===== src/rtl/csr_pkg.sv =====
// Shared types and constants for the machine-mode CSR controller.
// The MSTAT state is only present when CSR_MSTATUS_STACK_EN is defined.
package csr_pkg;

  localparam int DATA_W = 32;

  typedef enum logic [2:0] {
    OP_CSRRW = 3'd0,
    OP_CSRRS = 3'd1,
    OP_CSRRC = 3'd2,
    OP_ECALL = 3'd3,
    OP_MRET  = 3'd4
  } csr_op_e;

  localparam logic [11:0] CSR_MSTATUS = 12'h300;
  localparam logic [11:0] CSR_MTVEC   = 12'h305;
  localparam logic [11:0] CSR_MEPC    = 12'h341;
  localparam logic [11:0] CSR_MCAUSE  = 12'h342;

  localparam int MSTATUS_MIE    = 3;
  localparam int MSTATUS_MPIE   = 7;
  localparam int MSTATUS_MPP_LO = 11;
  localparam int MSTATUS_MPP_HI = 12;

`ifdef CSR_MSTATUS_STACK_EN
  typedef enum logic [1:0] {ST_IDLE, ST_EXEC, ST_MSTAT, ST_RESP} csr_state_e;
`else
  typedef enum logic [1:0] {ST_IDLE, ST_EXEC, ST_RESP} csr_state_e;
`endif

  function automatic logic csr_addr_legal(input logic [11:0] addr);
    return (addr == CSR_MSTATUS) || (addr == CSR_MTVEC) ||
           (addr == CSR_MEPC)    || (addr == CSR_MCAUSE);
  endfunction

endpackage


===== src/rtl/csr_alu.sv =====
// Read-modify-write value and write enable for CSRRW/CSRRS/CSRRC.
module csr_alu
  import csr_pkg::*;
(
  input  logic [2:0]        op,
  input  logic [DATA_W-1:0] src,
  input  logic              src_zero,
  input  logic [DATA_W-1:0] old,
  output logic [DATA_W-1:0] wdata,
  output logic              wen
);

  always_comb begin
    wdata = '0;
    wen   = 1'b0;
    case (op)
      OP_CSRRW: begin
        wdata = src;
        wen   = 1'b1;
      end
      OP_CSRRS: begin
        wdata = old | src;
        wen   = !src_zero;
      end
      OP_CSRRC: begin
        wdata = old & ~src;
        wen   = !src_zero;
      end
      default: ;
    endcase
  end

endmodule


===== src/rtl/csr_ctrl.sv =====
// Machine-mode CSR controller: CSR read-modify-write, ECALL and MRET.
// Define CSR_MSTATUS_STACK_EN to add the MSTAT state that stacks/unstacks mstatus.
module csr_ctrl
  import csr_pkg::*;
#(
  parameter logic [31:0] MCAUSE_ECALL = 32'd11
) (
  input  logic        clk,
  input  logic        rst,
  input  logic        req_valid,
  output logic        req_ready,
  input  logic [2:0]  req_op,
  input  logic [11:0] req_csr_addr,
  input  logic [31:0] req_src,
  input  logic        req_src_zero,
  input  logic [31:0] req_pc,
  output logic        resp_valid,
  input  logic        resp_ready,
  output logic [31:0] resp_rdata,
  output logic        resp_redirect,
  output logic [31:0] resp_target,
  output logic        resp_illegal,
  output logic [11:0] csr_raddr,
  input  logic [31:0] csr_rdata,
  output logic [11:0] csr_waddr1,
  output logic [31:0] csr_wdata1,
  output logic        csr_wen1,
  output logic [11:0] csr_waddr2,
  output logic [31:0] csr_wdata2,
  output logic        csr_wen2
);

  csr_state_e state, state_nxt;

  logic [2:0]        op_q;
  logic [11:0]       addr_q;
  logic [DATA_W-1:0] src_q;
  logic              src_zero_q;
  logic [DATA_W-1:0] pc_q;

  logic [DATA_W-1:0] alu_wdata;
  logic              alu_wen;
  logic              legal;

  logic [DATA_W-1:0] rdata_nxt;
  logic [DATA_W-1:0] target_nxt;
  logic              redirect_nxt;
  logic              illegal_nxt;

`ifdef CSR_MSTATUS_STACK_EN
  function automatic logic [DATA_W-1:0] mstatus_stack(input logic [DATA_W-1:0] v,
                                                      input logic trap_entry);
    logic [DATA_W-1:0] r;
    r = v;
    if (trap_entry) begin
      r[MSTATUS_MPIE] = v[MSTATUS_MIE];
      r[MSTATUS_MIE]  = 1'b0;
    end else begin
      r[MSTATUS_MIE]  = v[MSTATUS_MPIE];
      r[MSTATUS_MPIE] = 1'b1;
    end
    r[MSTATUS_MPP_HI:MSTATUS_MPP_LO] = 2'b11;
    return r;
  endfunction
`endif

  csr_alu u_alu (
    .op       (op_q),
    .src      (src_q),
    .src_zero (src_zero_q),
    .old      (csr_rdata),
    .wdata    (alu_wdata),
    .wen      (alu_wen)
  );

  // ECALL/MRET ignore the address field; CSR ops need one of the four implemented CSRs.
  always_comb begin
    case (op_q)
      OP_CSRRW, OP_CSRRS, OP_CSRRC: legal = csr_addr_legal(addr_q);
      OP_ECALL, OP_MRET:            legal = 1'b1;
      default:                      legal = 1'b0;
    endcase
  end

  always_comb begin
    state_nxt    = state;
    req_ready    = 1'b0;
    resp_valid   = 1'b0;
    csr_raddr    = addr_q;
    csr_waddr1   = '0;
    csr_wdata1   = '0;
    csr_wen1     = 1'b0;
    csr_waddr2   = '0;
    csr_wdata2   = '0;
    csr_wen2     = 1'b0;
    rdata_nxt    = resp_rdata;
    target_nxt   = resp_target;
    redirect_nxt = resp_redirect;
    illegal_nxt  = resp_illegal;

    case (state)
      ST_IDLE: begin
        req_ready = !rst;
        if (req_valid && !rst) state_nxt = ST_EXEC;
      end
      ST_EXEC: begin
        rdata_nxt    = '0;
        target_nxt   = '0;
        redirect_nxt = 1'b0;
        illegal_nxt  = !legal;
        state_nxt    = ST_RESP;
        case (op_q)
          OP_CSRRW, OP_CSRRS, OP_CSRRC: begin
            csr_raddr = addr_q;
            if (legal) begin
              rdata_nxt  = csr_rdata;
              csr_wen1   = alu_wen;
              csr_waddr1 = addr_q;
              csr_wdata1 = alu_wdata;
            end
          end
          OP_ECALL: begin
            csr_raddr    = CSR_MTVEC;
            csr_wen1     = 1'b1;
            csr_waddr1   = CSR_MEPC;
            csr_wdata1   = pc_q;
            csr_wen2     = 1'b1;
            csr_waddr2   = CSR_MCAUSE;
            csr_wdata2   = MCAUSE_ECALL;
            redirect_nxt = 1'b1;
            target_nxt   = csr_rdata;
`ifdef CSR_MSTATUS_STACK_EN
            state_nxt    = ST_MSTAT;
`endif
          end
          OP_MRET: begin
            csr_raddr    = CSR_MEPC;
            redirect_nxt = 1'b1;
            target_nxt   = csr_rdata;
`ifdef CSR_MSTATUS_STACK_EN
            state_nxt    = ST_MSTAT;
`endif
          end
          default: ;
        endcase
      end
`ifdef CSR_MSTATUS_STACK_EN
      ST_MSTAT: begin
        csr_raddr  = CSR_MSTATUS;
        csr_wen1   = 1'b1;
        csr_waddr1 = CSR_MSTATUS;
        csr_wdata1 = mstatus_stack(csr_rdata, op_q == OP_ECALL);
        state_nxt  = ST_RESP;
      end
`endif
      ST_RESP: begin
        resp_valid = 1'b1;
        if (resp_ready) state_nxt = ST_IDLE;
      end
      default: state_nxt = ST_IDLE;
    endcase

    // A request interrupted by reset must leave the CSR file untouched.
    if (rst) begin
      csr_wen1 = 1'b0;
      csr_wen2 = 1'b0;
    end
  end

  always_ff @(posedge clk) begin
    if (rst) begin
      state         <= ST_IDLE;
      resp_rdata    <= '0;
      resp_target   <= '0;
      resp_redirect <= 1'b0;
      resp_illegal  <= 1'b0;
    end else begin
      state         <= state_nxt;
      resp_rdata    <= rdata_nxt;
      resp_target   <= target_nxt;
      resp_redirect <= redirect_nxt;
      resp_illegal  <= illegal_nxt;
    end
  end

  // Request capture stage
  always_ff @(posedge clk) begin
    if (req_valid && req_ready) begin
      op_q       <= req_op;
      addr_q     <= req_csr_addr;
      src_q      <= req_src;
      src_zero_q <= req_src_zero;
      pc_q       <= req_pc;
    end
  end

endmodule

===== config.mk =====
export PLATFORM = sky130hd
export DESIGN_NAME = csr_ctrl
export DESIGN_NICKNAME = d
export VERILOG_FILES = /design/src/rtl/csr_pkg.sv /design/src/rtl/csr_alu.sv /design/src/rtl/csr_ctrl.sv
export SDC_FILE = /design/constraint.sdc
export NUM_CORES = 1
export LEC_CHECK = 0
export ABC_AREA = 1
export CELL_PAD_IN_SITES_DETAIL_PLACEMENT = 0
export CELL_PAD_IN_SITES_GLOBAL_PLACEMENT = 1
export CORE_MARGIN = 2
export CORE_UTILIZATION = 33
export CTS_CLUSTER_SIZE = 24
export DETAILED_ROUTE_END_ITERATION = 12
export PLACE_DENSITY_LB_ADDON = 0.3
export REMOVE_ABC_BUFFERS = 1
export SYNTH_ARGS = -nofsm -noshare
export SYNTH_HDL_FRONTEND = slang
export SYNTH_SLANG_ARGS = --single-unit

===== constraint.sdc =====
create_clock -name clk -period 10.93 [get_ports clk]
set_clock_uncertainty 0.15 [all_clocks]
set_input_delay 1.093 -clock clk [delete_from_list [all_inputs] [get_ports clk]]
set_output_delay 1.093 -clock clk [all_outputs]
set_load 0.1 [all_outputs]

### After elaboration in Yosys (flattened, before gate mapping)

Index checks and enable logic that the tools add are counted.
W data, S select, Z words.

* register bits after elaboration: 148
* input bits: 116
* output and inout port bits: 170
* word-level logic and storage cells: 70

* equal/unequal tests: 12
* muxes and demuxes: 31
* bitwise operators: 3
* reduce and logical (&&, ||, !) cells: 14

Operators with widths (number)
* $mux W32: 5
* $pmux W32 S3: 1
* $pmux W32 S2: 1
* $eq A12 B10 Y1 const B: 4
* $pmux W12 S2: 2
* $mux W12: 3
* $and A32 B32 Y32: 1
* $not A32 Y32: 1
* $or A32 B32 Y32: 1
* $mux W10: 2
* $mux W1: 9
* $mux W4: 2
* $eq A3 B2 Y1 const B: 2
* $pmux W1 S2: 3
* $pmux W2 S3: 1
* $mux W2: 2
* $ne A2 B2 Y1 const B: 2
* $reduce_or A2 Y1: 2
* $eq A3 B1 Y1 const B: 1
* $eq A3 B3 Y1 const B: 1
* $logic_not A1 Y1: 3
* $logic_not A3 Y1: 1
* $logic_or A1 B1 Y1: 3
* $reduce_or A3 Y1: 1
* 5 further kinds: 6

### Longest topological paths before layout

* word-level depth: 9
* gate-level depth with buffers: 9
* depth with buffers taken out: 8

### By module

From an unflattened synthesis, not the netlist that was laid out.

* cell total of the unflattened synthesis: 957
* area total of the unflattened synthesis: 7832.5 µm²

Modules (own cells, without submodules)
* csr_ctrl: times used 1, cells each 671, area each 6314.8 µm², sequential area each 3763.6 µm²
* csr_alu: times used 1, cells each 286, area each 1517.7 µm², sequential area each 0.0 µm²

### Worst setup path after synthesis

No wires, ideal clock.

* kind: input -> register
* start point: input rst
* end point: register addr_q[0], enable pin
* library setup time: 0.519 ns
* arrival time: 4.843 ns
* data required time: 10.261 ns
* setup slack: 5.418 ns
* cell stages on the path: 4
* buffers on the path: 1
* path through: clkbuf_1 > inv_1 > nand2_1 > nor2_1

* longest elaborated chain between the ends: 3

Ends and longest elaborated chain
* start: declaration: RTL line csr_ctrl.sv:9 `input logic rst,`
* $logic_not A1 Y1: RTL line csr_ctrl.sv:103 `req_ready = !rst;`
* $mux W1: RTL line csr_ctrl.sv:101 `case (state)`
* $logic_and A1 B1 Y1: RTL line csr_ctrl.sv:188 `if (req_valid && req_ready) begin`
* end signal: assignment: RTL line csr_ctrl.sv:190 `addr_q <= req_csr_addr;`
* end: declaration: RTL line csr_ctrl.sv:36 `logic [11:0] addr_q;`

No other way between the ends.
A chain may end at the register's enable or synchronous reset.

### Worst setup path in the final report

* start point: register op_q[0]
* end point: output csr_wdata1[27]

* longest elaborated chain between the ends: 6
* elaborated cells between the ends (all ways): 12
* classes of those cells: eq/ne: 4; mux: 5; reduce/logical: 3

Ends and longest elaborated chain
* start: declaration: RTL line csr_ctrl.sv:35 `logic [2:0] op_q;`
* start signal: assignment: RTL line csr_ctrl.sv:189 `op_q <= req_op;`
* $eq A3 B1 Y1, or another cell as far along: RTL line csr_alu.sv:16, csr_ctrl.sv:78, csr_ctrl.sv:112
* $reduce_or A3 Y1 or $reduce_or A2 Y1 (tied branches)
* $pmux W1 S2: RTL line csr_ctrl.sv:78 `case (op_q)`
* $mux W32: RTL line csr_ctrl.sv:115 `if (legal) begin`
* $pmux W32 S2 *: RTL line csr_ctrl.sv:112 `case (op_q)`
* $mux W32 *: RTL line csr_ctrl.sv:101
* end: declaration: RTL line csr_ctrl.sv:26 `output logic [31:0] csr_wdata1,`

Mark *: on every way between the ends. The rest lies on a longest branch, timed or not.

==> results_dict.tcl <==
set metrics [dict create \
    status "complete, no violations" \
    cts_sinks 148 \
    drc 0 \
    cts_max_level 4 \
    fillerInstances 1995 \
    setup_ws_ps 5330 \
    grt_use_total 0.183 \
    ys_ff_latch 148 \
    rsz0062_at_grt "false" \
    crit_fanout 66 \
    rrSetupSlack_ps 7970 \
    synth_edf_count 80 \
    max-clock-path-buffers 2 \
    power.density_nw_per_um2 156 \
    port_buffers 242 \
    hpwl_mm 13.1 \
    netlist_area_sq_um 6780 \
    place_ws_ps 5730 \
    syn_avg_cell_area_sq_um 8.33 \
    yosysTopAreaCell "edfxtp_1" \
    dr_wl_met3_mm 1.27 \
    period_needed_ps 5600 \
    fin_crit_sh 0.512 \
    endpoint_kind "output pin" \
    cap_violations 0 \
    maxSlewHeadroom 0.292 \
    wl_met1_mm 8.44 \
    hold_viol_final 0 \
    wl_per_cell_um 15.0 \
    fp.dieW_um 147 \
    grt_pass1_wl_mm 30.4 \
    syn_to_final_growth_pct 44.8 \
    cts-resized-gates 0 \
    ant_nets 0 \
    worstMarginPinSlew_ps 1060 \
    drt_first_pass_iters 4 \
    io_pins 286 \
    tritoncts "done" \
    synth_cells 814 \
    vias 5730 \
    total_power_uw 1540 \
    seq_area_frac_synth 0.555 \
    p_leak_uw 0.00368 \
    core-area_sq_um 20200 \
    yosysTopAreaCellShare 0.354 \
    drt_iter0_markers 249 \
    synth.distinct_cells 20 \
    maxSlewViolCount 0 \
    fp.dieH_um 147 \
    setup_viol 0 \
    synth_common_cells "nand2_1, a21oi_1, inv_1, edfxtp_1, dfxtp_1" \
    cts_buffers 17 \
    post-synth-top-count-cell "nand2_1" \
    dieArea_sq_um 21700 \
    clock_latency_ps 420 \
    grt_max_degree 81 \
    critPathLaunchType "register" \
    crit_required_ps 9690 \
    fin_nets 1148 \
    utilization 0.485 \
    layout-drive-gt1-share 0.0469 \
    ys_top_cells_by_area "edfxtp_1, dfxtp_1, nand2_1" \
    diodes 0 \
    cp.arrival_ps 4360 \
    viasPerCell 4.36 \
    ys_warn_count 0 \
    root_buffer "clkbuf_16" \
    start_util 0.335 \
    antenna_found_initial 1 \
    highest_layer "met4" \
    cts_hold_buf 0 \
    peakVddDrop_v 0.0000993 \
    place_congestion 0.794 \
    grt_pass1_vias 5397 \
    wl_mm 19.7 \
    clock.fmax_mhz 179 \
    grt.overflow.total 0 \
    wl_met2_mm 9.65 \
    synth-main-ff-cell "edfxtp_1" \
    clkTransAtPathRegs_ps 60 \
    rows 52 \
    synthArstFlopShare 0 \
    hold_class "reg2reg" \
    postCtsSetupRepairBufs 0 \
    worst-setup-path-type "reg2out" \
]
==> per-stage QoR <==
step	instances	TNS, ps	hold slack (ps)	cell area (sq um)
floorplan	764	-22890	401	6350
global placement	1283	0	302	9170
detailed placement	1283	0	305	9170
CTS	1315	0	315	9820
global route	1315	0	331	9820
finish	1315	0	313	9820
==> power breakdown <==
part,switching (uW),leakage [uW],internal (uW)
Clock,246,0.000304,408
Combinational,202,0.00208,66.0
Sequential,6.63,0.00129,608
Total,454,0.00368,1080
==> placed cells by master (no fill, tap or decap), drive strengths merged <==
cell / instances
nand2: 247
clkdlybuf4s50: 241
a21oi: 131
inv: 90
edfxtp: 80
dfxtp: 68
nor2: 56
conb: 43
o21ai: 41
clkbuf: 18
buf: 8
nand3: 5
bufinv: 5
clkinvlp: 4
and3: 2
nor3b: 2
clkinv: 2
o22ai: 1
o21bai: 1
==> state kept, by name (all words and copies together), names as in the netlist <==
signal	cells
src_zero_q	1
pc_q	32
resp_redirect	1
resp_target	32
src_q	32
resp_illegal	1
state	2
resp_rdata	32
op_q	3
addr_q	12
==> metal layers <==
| layer | up-vias | GRT usage |
|---|---|---|
| met3 | 23 | 0.0516 |
| li1 | 2945 | - |
| met1 | 2584 | 0.225 |
| met5 | - | 0 |
| met4 | 0 | 0.0644 |
| met2 | 178 | 0.308 |
==> final cells by class <==
cell class                      instances  area (sq um)  area share
Inverter                               87           328      0.0334
Multi-Input combinational cell        529          2270       0.231
Tap cell                              270           338      0.0344
Sequential cell                       148          3760       0.383
Clock inverter                         14           224      0.0228
Clock buffer                           18           429      0.0437
Timing Repair Buffer                  249          2470       0.252
==> critical path: stages, from the launching register on <==
cell             delay, ps
edfxtp_1               480
nand2_1                130
inv_2                   60
nor2_4                 570
nand3_1                240
o21bai_4               260
buf_4                  630
nand2_1                100
a21oi_1                150
clkdlybuf4s50_1       1210
==> path summary, 6_finish.rpt <==
path                                       from               to  cells past startpoint
worst min-delay path            resp_target[21]  resp_target[21]                      2
worst max-delay path                    op_q[0]   csr_wdata1[27]                      9
worst max register to register          op_q[0]   resp_rdata[31]                      8
worst min register to register  resp_target[21]  resp_target[21]                      2
==> cell families after synthesis <==
family,Yosys count,synth area share
compound gates,174,0.131
simple gates,312,0.178
buf+inv,179,0.136
other cells,1,0.000553
flops,148,0.555
Power figures use the tool's default switching activity.
